$ cat src/rtl/gate_seq_pkg.sv
// Shared types for the gate vector sequencer: FSM states and op encodings.
package gate_seq_pkg;

    typedef enum logic [1:0] {
        ST_IDLE   = 2'd0,
        ST_APPLY  = 2'd1,
        ST_SAMPLE = 2'd2,
        ST_DONE   = 2'd3
    } state_t;

    localparam logic [1:0] OP_NOT = 2'b00;
    localparam logic [1:0] OP_AND = 2'b01;
    localparam logic [1:0] OP_OR  = 2'b10;
    localparam logic [1:0] OP_XOR = 2'b11;

endpackage

$ cat src/rtl/gate_ref_model.sv
// Combinational reference: the response a healthy gate of type op gives for input p.
module gate_ref_model
    import gate_seq_pkg::*;
#(
    parameter int N = 2
) (
    input  logic [1:0]   op,
    input  logic [N-1:0] p,
    output logic         expected
);

    always_comb begin
        expected = 1'b0;
        case (op)
            OP_NOT:  expected = ~p[0];
            OP_AND:  expected = &p;
            OP_OR:   expected = |p;
            OP_XOR:  expected = ^p;
            default: expected = 1'b0;
        endcase
    end

endmodule

$ cat src/rtl/gate_vector_seq.sv
// Walks every input vector of a combinational gate and counts mismatches against a reference.
// Optional macro GATE_SEQ_STOP_ON_ERR_EN ends the run at the first mismatching vector.
//
// state     | meaning
// ----------+-----------------------------------------------------------
// ST_IDLE   | waiting for start; done/pass from last run visible
// ST_APPLY  | p driven, settle timer counting down to 1
// ST_SAMPLE | one cycle: vec_valid/mis valid, err_cnt update, next vector
// ST_DONE   | run finished; done pulse and pass are registered here
module gate_vector_seq
    import gate_seq_pkg::*;
#(
    parameter int N      = 2,
    parameter int SETTLE = 1
) (
    input  logic         clk,
    input  logic         rst_n,
    input  logic         start,
    input  logic [1:0]   op,
    output logic [N-1:0] p,
    input  logic         s,
    output logic         busy,
    output logic         vec_valid,
    output logic         mis,
    output logic [N:0]   err_cnt,
    output logic         done,
    output logic         pass
);

    localparam logic [N-1:0] P_MAX      = '1;
    localparam logic [N-1:0] P_ONE      = 1;
    localparam logic [N:0]   ERR_ONE    = 1;
    localparam logic [3:0]   TIMER_LOAD = 4'(SETTLE);
    localparam logic [3:0]   TIMER_ONE  = 4'd1;

    state_t     state;
    logic [3:0] timer;
    logic [1:0] op_q;
    logic       exp_bit;
    logic       last_vec;

    gate_ref_model #(.N(N)) u_ref (
        .op       (op_q),
        .p        (p),
        .expected (exp_bit)
    );

    // mis is registered during SAMPLE, so the stop decision looks at it directly
`ifdef GATE_SEQ_STOP_ON_ERR_EN
    assign last_vec = (p == P_MAX) || mis;
`else
    assign last_vec = (p == P_MAX);
`endif

    always_ff @(posedge clk or negedge rst_n) begin
        if (!rst_n) begin
            state     <= ST_IDLE;
            p         <= '0;
            busy      <= 1'b0;
            vec_valid <= 1'b0;
            mis       <= 1'b0;
            err_cnt   <= '0;
            done      <= 1'b0;
            pass      <= 1'b0;
            timer     <= '0;
            op_q      <= OP_NOT;
        end else begin
            vec_valid <= 1'b0;
            mis       <= 1'b0;
            done      <= 1'b0;
            case (state)
                ST_IDLE: begin
                    if (start) begin
                        state   <= ST_APPLY;
                        busy    <= 1'b1;
                        p       <= '0;
                        err_cnt <= '0;
                        pass    <= 1'b0;
                        op_q    <= op;
                        timer   <= TIMER_LOAD;
                    end
                end
                ST_APPLY: begin
                    timer <= timer - TIMER_ONE;
                    // s has settled for SETTLE cycles; capture the comparison on entry to SAMPLE
                    if (timer == TIMER_ONE) begin
                        state     <= ST_SAMPLE;
                        vec_valid <= 1'b1;
                        mis       <= s ^ exp_bit;
                    end
                end
                ST_SAMPLE: begin
                    if (mis) begin
                        err_cnt <= err_cnt + ERR_ONE;
                    end
                    if (last_vec) begin
                        state <= ST_DONE;
                    end else begin
                        state <= ST_APPLY;
                        p     <= p + P_ONE;
                        timer <= TIMER_LOAD;
                    end
                end
                ST_DONE: begin
                    state <= ST_IDLE;
                    busy  <= 1'b0;
                    done  <= 1'b1;
                    pass  <= (err_cnt == '0);
                end
                default: begin
                    state <= ST_IDLE;
                    busy  <= 1'b0;
                end
            endcase
        end
    end

endmodule

$ cat config.mk
export PLATFORM = sky130hd
export DESIGN_NAME = gate_vector_seq
export DESIGN_NICKNAME = d
export VERILOG_FILES = /design/src/rtl/gate_seq_pkg.sv /design/src/rtl/gate_ref_model.sv /design/src/rtl/gate_vector_seq.sv
export SDC_FILE = /design/constraint.sdc
export NUM_CORES = 1
export LEC_CHECK = 0
export ABC_AREA = 0
export CORE_MARGIN = 5
export CORE_UTILIZATION = 45
export CTS_CLUSTER_SIZE = 25
export DETAILED_ROUTE_END_ITERATION = 7
export GPL_ROUTABILITY_DRIVEN = 0
export PLACE_DENSITY = 0.81
export SYNTH_ARGS = -nofsm -noshare
export SYNTH_HDL_FRONTEND = slang
export SYNTH_SLANG_ARGS = --single-unit
$ cat constraint.sdc
create_clock -name clk -period 2.3 [get_ports clk]
set_input_delay 0.69 -clock clk [delete_from_list [all_inputs] [get_ports clk]]
set_output_delay 0.69 -clock clk [all_outputs]
set_load 0.01 [all_outputs]
* Yosys cells after proc, flatten, opt, wreduce, memory -nomap -nowiden *
Cells that the tools add are included.

storage, ports and cells
  output and inout bits = 10
  logic and storage cells = 65
  bits of input ports = 6
  register bits after elaboration = 18

cells by class
  reductions and logical operators = 15
  bitwise logic cells = 2
  add/subtract/negate cells = 3
  equality and inequality tests = 12
  mux-type cells = 23

operators with widths
  kind                                                                   count
  4-bit one-hot mux with 3 select lines                                  1
  2-bit equality test, second input constant                             5
  2-bit 2-to-1 mux                                                       5
  3-bit AND reduction                                                    3
  4-bit 2-to-1 mux                                                       2
  2-bit inequality test, second input constant                           4
  2-bit one-hot mux with 4 select lines                                  1
  2-bit AND reduction                                                    4
  1-bit 2-to-1 mux                                                       7
  3-bit 2-to-1 mux                                                       2
  3-bit one-hot mux with 2 select lines                                  1
  2-bit by 1-bit equality test with 1-bit output, second input constant  2
  4-bit by 1-bit equality test with 1-bit output, second input constant  1
  2-bit logical NOT                                                      2
  1-bit one-hot mux with 2 select lines                                  2
  1-bit one-hot mux with 4 select lines                                  1
  2-bit one-hot mux with 2 select lines                                  1
  2-bit nonzero test                                                     2
  4-bit by 1-bit subtractor with 4-bit output, second input constant     1
  3-bit by 1-bit adder with 3-bit output, second input constant          1
  3-bit logical NOT                                                      1
  3-bit nonzero test                                                     1
  2-bit by 1-bit adder with 2-bit output, second input constant          1
  2-bit OR reduction                                                     1
  3 further kinds                                                        3

* Depth between registers and ports, before layout *
Gate-level depths: netlist of run 1.

  depth after elaboration = 5
  gate-level depth with buffers = 5
  gate-level depth less buffers = 5

* Modules after synthesis *
From an unflattened synthesis of run 1, not the netlist that was laid out.

unflattened totals
  cells, all modules = 89
  area total of the unflattened synthesis = 950.9 um^2

modules (own cells, without submodules)
  module           instances  sequential area each (um^2)  area each (um^2)  cells each
  gate_vector_seq  1          450.4                        892.1             83
  gate_ref_model   1          0.0                          58.8              6

* Worst setup path before layout of run 1 *
OpenSTA, ideal clock, no wires.

  path type = register to register
  from = register p[0]
  to = register mis
  stages on the path, launching flop included = 6
  buffers on the path = 0
  data required time = 2.177 ns
  data arrival time = 1.386 ns
  path slack = 0.791 ns
  period minus slack after synthesis = 1.509 ns
  setup time = 0.123 ns
  cells stage by stage = dfrtp_1 -> inv_1 -> ha_1 -> inv_1 -> mux4_2 -> mux2i_1

on the way
  word-level cells in the longest chain between the ends = 5
  elaborated cells on any way between the ends = 8
  those cells by class = mux (3); bitwise (2); reduce/logical (3)

ends and longest elaborated chain
  item                                               line                    source
  start, declared                                    gate_vector_seq.sv:20   output logic [N-1:0] p,
  start signal, assigned                             gate_vector_seq.sv:100  p <= p + P_ONE;
  2-bit XOR reduction, or another cell as far along  gate_ref_model.sv:18    OP_XOR: expected = ^p;
  1-bit one-hot mux with 4 select lines *            gate_ref_model.sv:14    case (op)
  1-bit bitwise XOR *                                gate_vector_seq.sv:89   mis <= s ^ exp_bit;
  1-bit 2-to-1 mux *                                 gate_vector_seq.sv:86   if (timer == TIMER_ONE) begin
  1-bit 2-to-1 mux *                                 gate_vector_seq.sv:71   case (state)
  end signal, assigned                               gate_vector_seq.sv:89
  end, declared                                      gate_vector_seq.sv:24   output logic mis,

Mark *: on every way between the ends. The rest lies on a longest branch, timed or not.
A chain may end at the register's enable or synchronous reset.

* Worst setup path after layout of run 1 *
  from = register p[0]
  to = output p[0]

No word-level cell between the ends.

==> results of run 1 <==
## synth_stat cells (2+ instances only)
cell type	n
sky130_fd_sc_hd__a21oi_1	2
sky130_fd_sc_hd__a22o_1	7
sky130_fd_sc_hd__and2_1	2
sky130_fd_sc_hd__buf_2	3
sky130_fd_sc_hd__dfrtp_1	18
sky130_fd_sc_hd__ha_1	6
sky130_fd_sc_hd__inv_1	10
sky130_fd_sc_hd__mux2_2	3
sky130_fd_sc_hd__mux2i_1	3
sky130_fd_sc_hd__nand2_1	5
sky130_fd_sc_hd__nand2b_1	4
sky130_fd_sc_hd__nor2_1	3
sky130_fd_sc_hd__o21ai_0	3
sky130_fd_sc_hd__o21bai_1	3
sky130_fd_sc_hd__xor2_1	2
## final cells by class
type	count	area, sq um	area share, %
Tap cell	27	33.8	2.93
Sequential cell	18	450	39.1
Inverter	11	41.3	3.58
Timing Repair Buffer	16	158	13.7
Clock buffer	3	22.5	1.95
Multi-Input combinational cell	57	447	38.8
## logic make-up (layout without fill, tap and decap cells)
family	count (synthesis)	after routing
XOR/XNOR	2	2
adder cells (fa/ha/maj)	6	6
AO/OA/AOI/OAI	21	21
multiplexers	7	7
flip-flops	18	18
buffers and inverters	14	30
AND/OR/NAND/NOR	21	21
## state kept, by name (all words and copies together) (netlist names), 2 cells and up
register  count
timer         4
err_cnt       3
op_q          2
p             2
state         2
## through the flow
step / hold WS, ns / std cells / cell area, sq um
6_report: 0.511 / 132 / 1150
4_1_cts: 0.510 / 132 / 1150
5_1_grt: 0.548 / 132 / 1150
2_1_floorplan: 0.394 / 89 / 953
3_5_place_dp: 0.497 / 129 / 1130
3_3_place_gp: 0.494 / 129 / 1130
## power breakdown
group	leakage (nW)	switching, mW	total, mW	internal [mW]
sequential	0.231	0.186	0.628	0.442
clock	0.0138	0.0895	0.150	0.0607
combinational	0.288	0.291	0.663	0.372
## routing by layer
layer | vias to the layer above | wire, um | track usage (%)
li1 | 344 | - | -
met1 | 348 | 872 | 16.2
met2 | 29 | 802 | 18.9
met3 | 2 | 154 | 3.71
met4 | 0 | 12 | 5.08
met5 | - | 0 | 0
## worst paths after layout
| path | slack [ns] | end | cells after the start |
|---|---|---|---|
| max | 0.31 | p[0] | 1 |
| min | 0.51 | timer[2]$_DFFE_PN0P_ | 1 |
| max reg2reg | 0.69 | mis$_DFF_PN0_ | 5 |
| min reg2reg | 0.51 | timer[2]$_DFFE_PN0P_ | 1 |
| max in group asynchronous | 1.37 | busy$_DFFE_PN0P_ | 2 |
| min in group asynchronous | 0.74 | err_cnt[1]$_DFFE_PN0P_ | 2 |
==> out/summary.log, run 1 <==
qor: status.run_status finished clean
qor: yosys.yosys_most_used_dff sky130_fd_sc_hd__dfrtp_1
qor: clock_tree.clk_pin_slew 0.10 ns
qor: die.die_area 3140 sq um
qor: sta.rsz0062_at_grt no
qor: clock_tree.tritoncts_num_sinks 18
qor: power_and_ir_drop.post-layout-total-power 1.44 mW
qor: place.number_of_buffers_inserted_by_port_buffering 15
qor: yosys.synthesis.area 953 sq um
qor: die.io-pin-count 16
qor: clock_tree.clockRootBuffer sky130_fd_sc_hd__clkbuf_4
qor: route.drt.antenna.violating_nets 0
qor: route.num_vias 723
qor: yosys.synthDominantCellAreaShare 47.2%
qor: final_layout.number_of_filler_cells_placed_in_the_layout 164
qor: grt.grt_first_pass_wirelength 3040 um
qor: yosys.dominant_combinational_cell_family_by_area_after_synthesis compound AO/OA/AOI/OAI gates
qor: route.routed_wirelength 1840 um
qor: critical_path.startpoint_type flip-flop
qor: yosys.syn_avg_cell_area 10.7 sq um
qor: clock_tree.clock_insertion_delay_worst_skew 0.28 ns
qor: power_and_ir_drop.leakage 0.533 nW
qor: final_layout.finalNetCount 119
qor: yosys.syn-num-nets 101
qor: final_layout.layout-drive-gt1-share 10.5%
qor: die.die-width 56.0 um
qor: flow_run.cap_viol_max_count 0
qor: sta.finalHoldViolCount 0
qor: final_layout.finalCoreUtilization 58.1%
qor: grt.grt_pass1_vias 678
qor: sta.max_slew_headroom_at_the_worst_pin 58.1%
qor: route.drtIter0Drc 25
qor: clock_tree.clock_path_buffers 2
qor: yosys.post_synth_xor_area_fraction 1.84%
qor: yosys.post_synth_inst_count 89
qor: sta.worst_pin_slew 0.629 ns
qor: clock_tree.quantity_of_gates_resized_following_cts 0
qor: yosys.async_reset_ff_share 100%
qor: route.avgViaCountPerCell 5.48
qor: place.place_worst_setup_slack 0.365 ns
qor: critical_path.critical_path_buffers_and_inverters 1
qor: die.fp.coreArea 1980 sq um
qor: critical_path.cp.required 1.61 ns
qor: grt.pin_count_of_the_biggest_net_entering_global_routing 21
qor: min_path.min_path_type flip-flop to flip-flop
qor: sta.setup-tns-final 0 ns
qor: sta.timing.final.crit_period 1.99 ns
qor: final_layout.layout.cells.most_common sky130_fd_sc_hd__dfrtp_1
qor: yosys.synth.area.mux_share 9.06%
qor: sta.maxClockFrequency 502 MHz
qor: place.detailed_place_hpwl 1320 um
qor: grt.initial_antenna_violation_count 0
qor: yosys.yosysTopAreaCell sky130_fd_sc_hd__dfrtp_1
qor: route.drc 0
qor: sta.slew_viol_final 0
qor: critical_path.cp-end-kind output pin
qor: sta.fin_skew 0.000573 ns
qor: critical_path.critPathSlowestCell sky130_fd_sc_hd__clkdlybuf4s50_1
qor: critical_path.setup.worst_path.class flip-flop to output pin
qor: final_layout.mostFrequentLayoutCells sky130_fd_sc_hd__dfrtp_1, sky130_fd_sc_hd__clkdlybuf4s50_1, sky130_fd_sc_hd__inv_1
qor: sta.fin_crit_share 86.6%
qor: critical_path.crit_path_cell_trace clkdlybuf4s50_1
qor: yosys.synth.ff_latch_count 18
qor: sta.setup_slack 0.308 ns
qor: power_and_ir_drop.ir_worst_vdd 545 uV
qor: clock_tree.cts-buffers-inserted 3
qor: yosys.ys_top_cells_by_area sky130_fd_sc_hd__dfrtp_1, sky130_fd_sc_hd__ha_1, sky130_fd_sc_hd__a22o_1
qor: final_layout.areaGrowthSynthToFinish 20.9%
qor: critical_path.crit_start p[0]$_DFFE_PN0P_
qor: clock_tree.postCtsHoldBufs 0
qor: grt.global_route.overflow_total 0
qor: yosys.ys_seq_area_share 47.2%
qor: critical_path.timing.critical_path.arrival 1.30 ns
qor: clock_tree.clock_tree_from_tritoncts yes
qor: final_layout.antenna-diode-count 0
qor: power_and_ir_drop.power.density_cell_area 1250 nW/um^2
qor: die.initial_core_util 48.1%
qor: yosys.yosysWarningCount 0
qor: yosys.yosys.cell_types.count 30
qor: critical_path.critical-path-max-stage-delay 0.57 ns
qor: critical_path.crit_path_leading_delay_family buffers and inverters
qor: yosys.synth-compound-area-share 16.3%
qor: yosys.post_synth_edffs 0
qor: critical_path.r2r_start p[0]$_DFFE_PN0P_
qor: min_path.origin_of_the_worst_min_delay_path timer[2]$_DFFE_PN0P_
qor: critical_path.crit_path_max_fanout 6
qor: sta.setup-violations-final 0
qor: yosys.post_synth_fa_ha_maj_area_fraction 7.87%
qor: die.die_height 56.0 um
qor: grt.track_usage 12.4%
qor: route.avgRoutedWirePerCell 14.0 um
qor: die.fp-row-count 16
qor: clock_tree.post-cts-setup-buffer-count 0
qor: yosys.synth-simple-area-share 11.8%
qor: route.number_of_optimization_iterations_in_the_first_detailed_route_pass 4
qor: clock_tree.cts.htree.levels 1
Power figures use the tool's default switching activity.
==> run 2: changes to the inputs <==
==> constraint.sdc (replaced) <==
create_clock -name clk -period 2.3 [get_ports clk]
set_input_delay 0.69 -clock clk [delete_from_list [all_inputs] [get_ports clk]]
set_output_delay 0.69 -clock clk [all_outputs]
set_load 0.1 [all_outputs]
==> run 2 against run 1 <==
  * Maximum frequency is 15% higher
  * Sequential cell count did not move
  * Global-route usage rose by 1.2 points
  * Die area stayed put
  * Cell count is 0.76% higher
  * Clock skew rose by 0.0017 ns
  * First-iteration DRC count shrank 32%
  * Register-to-register slack worse by 0.03 ns
  * Via count grew 1.5%
  * Setup slack improved by 0.27 ns
  * Clock-buffer cell count grew 1
==> out/summary.log, run 2 (same netlist as run 1, synthesis figures left out) <==
qor: die.die_height 56.0 um [unchanged]
qor: sta.worst_pin_slew 0.598 ns [-0.0304 ns]
qor: clock_tree.clock_insertion_delay_worst_skew 0.29 ns [about the same]
qor: critical_path.cp.required 1.61 ns [about the same]
qor: die.io-pin-count 16 [unchanged]
qor: sta.slew_viol_final 0 [unchanged]
qor: sta.fin_crit_share 75.0% [-12 points]
qor: clock_tree.clk_pin_slew 0.10 ns [about the same]
qor: final_layout.multi_input_comb_area 447 sq um [unchanged]
qor: clock_tree.postCtsHoldBufs 0 [unchanged]
qor: critical_path.critPathSlowestCell sky130_fd_sc_hd__dfrtp_1
qor: clock_tree.clock_tree_from_tritoncts yes
qor: place.detailed_place_hpwl 1420 um [+7.9%]
qor: critical_path.critical-path-max-stage-delay 0.43 ns [-0.14 ns]
qor: route.drt.antenna.violating_nets 0 [unchanged]
qor: grt.grt_first_pass_wirelength 3270 um [+7.5%]
qor: clock_tree.clock_path_buffers 2 [unchanged]
qor: final_layout.areaGrowthSynthToFinish 21.0%
qor: clock_tree.cts.htree.levels 1 [unchanged]
qor: critical_path.cp.depth 1 [unchanged]
qor: grt.global_route.overflow_total 0 [unchanged]
qor: critical_path.crit_start mis$_DFF_PN0_
qor: grt.initial_antenna_violation_count 0 [unchanged]
qor: final_layout.mostFrequentLayoutCells sky130_fd_sc_hd__dfrtp_1, sky130_fd_sc_hd__inv_1, sky130_fd_sc_hd__buf_4
qor: sta.rsz0062_at_grt no
qor: critical_path.crit_path_leading_delay_family flip-flops
qor: final_layout.finalCoreUtilization 58.2% [+0.063 points]
qor: sta.setup-violations-final 0 [unchanged]
qor: die.die-width 56.0 um [unchanged]
qor: die.die_area 3140 sq um [unchanged]
qor: critical_path.timing.critical_path.arrival 1.04 ns [-0.26 ns]
qor: critical_path.cp-end-kind output pin
qor: grt.grt_pass1_vias 710 [+4.7%]
qor: sta.max_slew_headroom_at_the_worst_pin 60.1% [+2.0 points]
qor: final_layout.antenna-diode-count 0 [unchanged]
qor: route.avgRoutedWirePerCell 14.8 um [+5.9%]
qor: min_path.min_path_type flip-flop to flip-flop
qor: final_layout.final-seq-area 450 sq um [unchanged]
qor: final_layout.top_register timer
qor: critical_path.reg2reg_to mis$_DFF_PN0_
qor: final_layout.reg.largest.list timer (4), err_cnt (3)
qor: final_layout.layout.cells.most_common sky130_fd_sc_hd__dfrtp_1
qor: critical_path.reg2reg_setup_slack 0.66 ns [-0.03 ns]
qor: clock_tree.tritoncts_num_sinks 18 [unchanged]
qor: clock_tree.clockRootBuffer sky130_fd_sc_hd__clkbuf_4
qor: critical_path.reg2reg_depth 5 [unchanged]
qor: die.initial_core_util 48.1% [unchanged]
qor: sta.fin_skew 0.00228 ns [+0.00171 ns]
qor: route.drtIter0Drc 17 [-32%]
qor: sta.finalHoldViolCount 0 [unchanged]
qor: sta.maxClockFrequency 579 MHz [+15%]
qor: route.routed_wirelength 1970 um [+6.7%]
qor: die.fp.coreArea 1980 sq um [unchanged]
qor: final_layout.number_of_filler_cells_placed_in_the_layout 173 [+5.5%]
qor: place.place_worst_setup_slack 0.357 ns [-0.00749 ns]
qor: final_layout.finalNetCount 119 [unchanged]
qor: clock_tree.cts-buffers-inserted 3 [unchanged]
qor: critical_path.startpoint_type flip-flop
qor: flow_run.cap_viol_max_count 0 [unchanged]
qor: status.run_status finished clean
qor: min_path.holdPathStages 1 [unchanged]
qor: route.avgViaCountPerCell 5.52 [+0.76%]
qor: route.drc 0 [unchanged]
qor: clock_tree.quantity_of_gates_resized_following_cts 0 [unchanged]
qor: sta.timing.final.crit_period 1.73 ns [-0.266 ns]
qor: final_layout.flip_flop_count_of_the_largest_register_after_layout 4 [unchanged]
qor: place.number_of_buffers_inserted_by_port_buffering 15 [unchanged]
qor: sta.setup-tns-final 0 ns [unchanged]
qor: route.number_of_optimization_iterations_in_the_first_detailed_route_pass 4 [unchanged]
qor: route.num_vias 734 [+1.5%]
qor: final_layout.layout-drive-gt1-share 20.8% [+10 points]
qor: critical_path.setup.worst_path.class flip-flop to output pin
qor: grt.track_usage 13.5% [+1.2 points]
qor: die.fp-row-count 16 [unchanged]
qor: sta.setup_slack 0.574 ns [+0.266 ns]
qor: critical_path.crit_path_max_fanout 5 [-1]
qor: critical_path.crit_path_cell_trace buf_4
qor: critical_path.critical_path_buffers_and_inverters 1 [unchanged]
qor: grt.pin_count_of_the_biggest_net_entering_global_routing 21 [unchanged]
qor: critical_path.r2r_start p[0]$_DFFE_PN0P_
qor: clock_tree.post-cts-setup-buffer-count 0 [unchanged]
qor: critical_path.setup.worst_path.end mis
qor: sta.fin_hold_ws 0.524 ns [+0.0134 ns]
[run 2: final cells by class]
type,instances,share of cell area (%)
Sequential cell,18,39.0
Multi-Input combinational cell,57,38.7
Timing Repair Buffer,16,12.6
Inverter,11,3.58
Clock buffer,4,3.15
Tap cell,27,2.93
[run 2: worst min path at each step]
stage	start	to	slack (ns)
4_1_cts	timer[2]$_DFFE_PN0P_	timer[2]$_DFFE_PN0P_	0.53
2_1_floorplan	rst_n	busy$_DFFE_PN0P_	0.39
6_report	timer[2]$_DFFE_PN0P_	timer[2]$_DFFE_PN0P_	0.52
5_1_grt	op_q[0]$_DFFE_PN0P_	op_q[0]$_DFFE_PN0P_	0.56
3_5_place_dp	timer[2]$_DFFE_PN0P_	timer[2]$_DFFE_PN0P_	0.51
3_3_place_gp	timer[2]$_DFFE_PN0P_	timer[2]$_DFFE_PN0P_	0.50
[run 2: per-layer routing]
metal | part of all wire (%) | GRT usage, %
met1 | 45 | 17.9
met2 | 47 | 20.5
met3 | 6.6 | 3.71
met4 | 1.9 | 6.10
met5 | 0 | 0
[run 2: through the flow]
stage	std cells	area (sq um)
CTS	133	1150
finish	133	1150
detailed placement	129	1120
global placement	129	1120
floorplan	89	953
global route	133	1150
[run 2: worst register-to-register path: cells and delay by family, from the launching register on]
family | cells | cell delay (ns)
DFF | 1 | 0.50
adders and majority gates | 1 | 0.28
buffers and inverters | 2 | 0.14
muxes | 2 | 0.60
Power of run 2 is left out: the tool's default activity adds up to more than one toggle a clock period on the data nets, which glitch-free logic cannot reach.
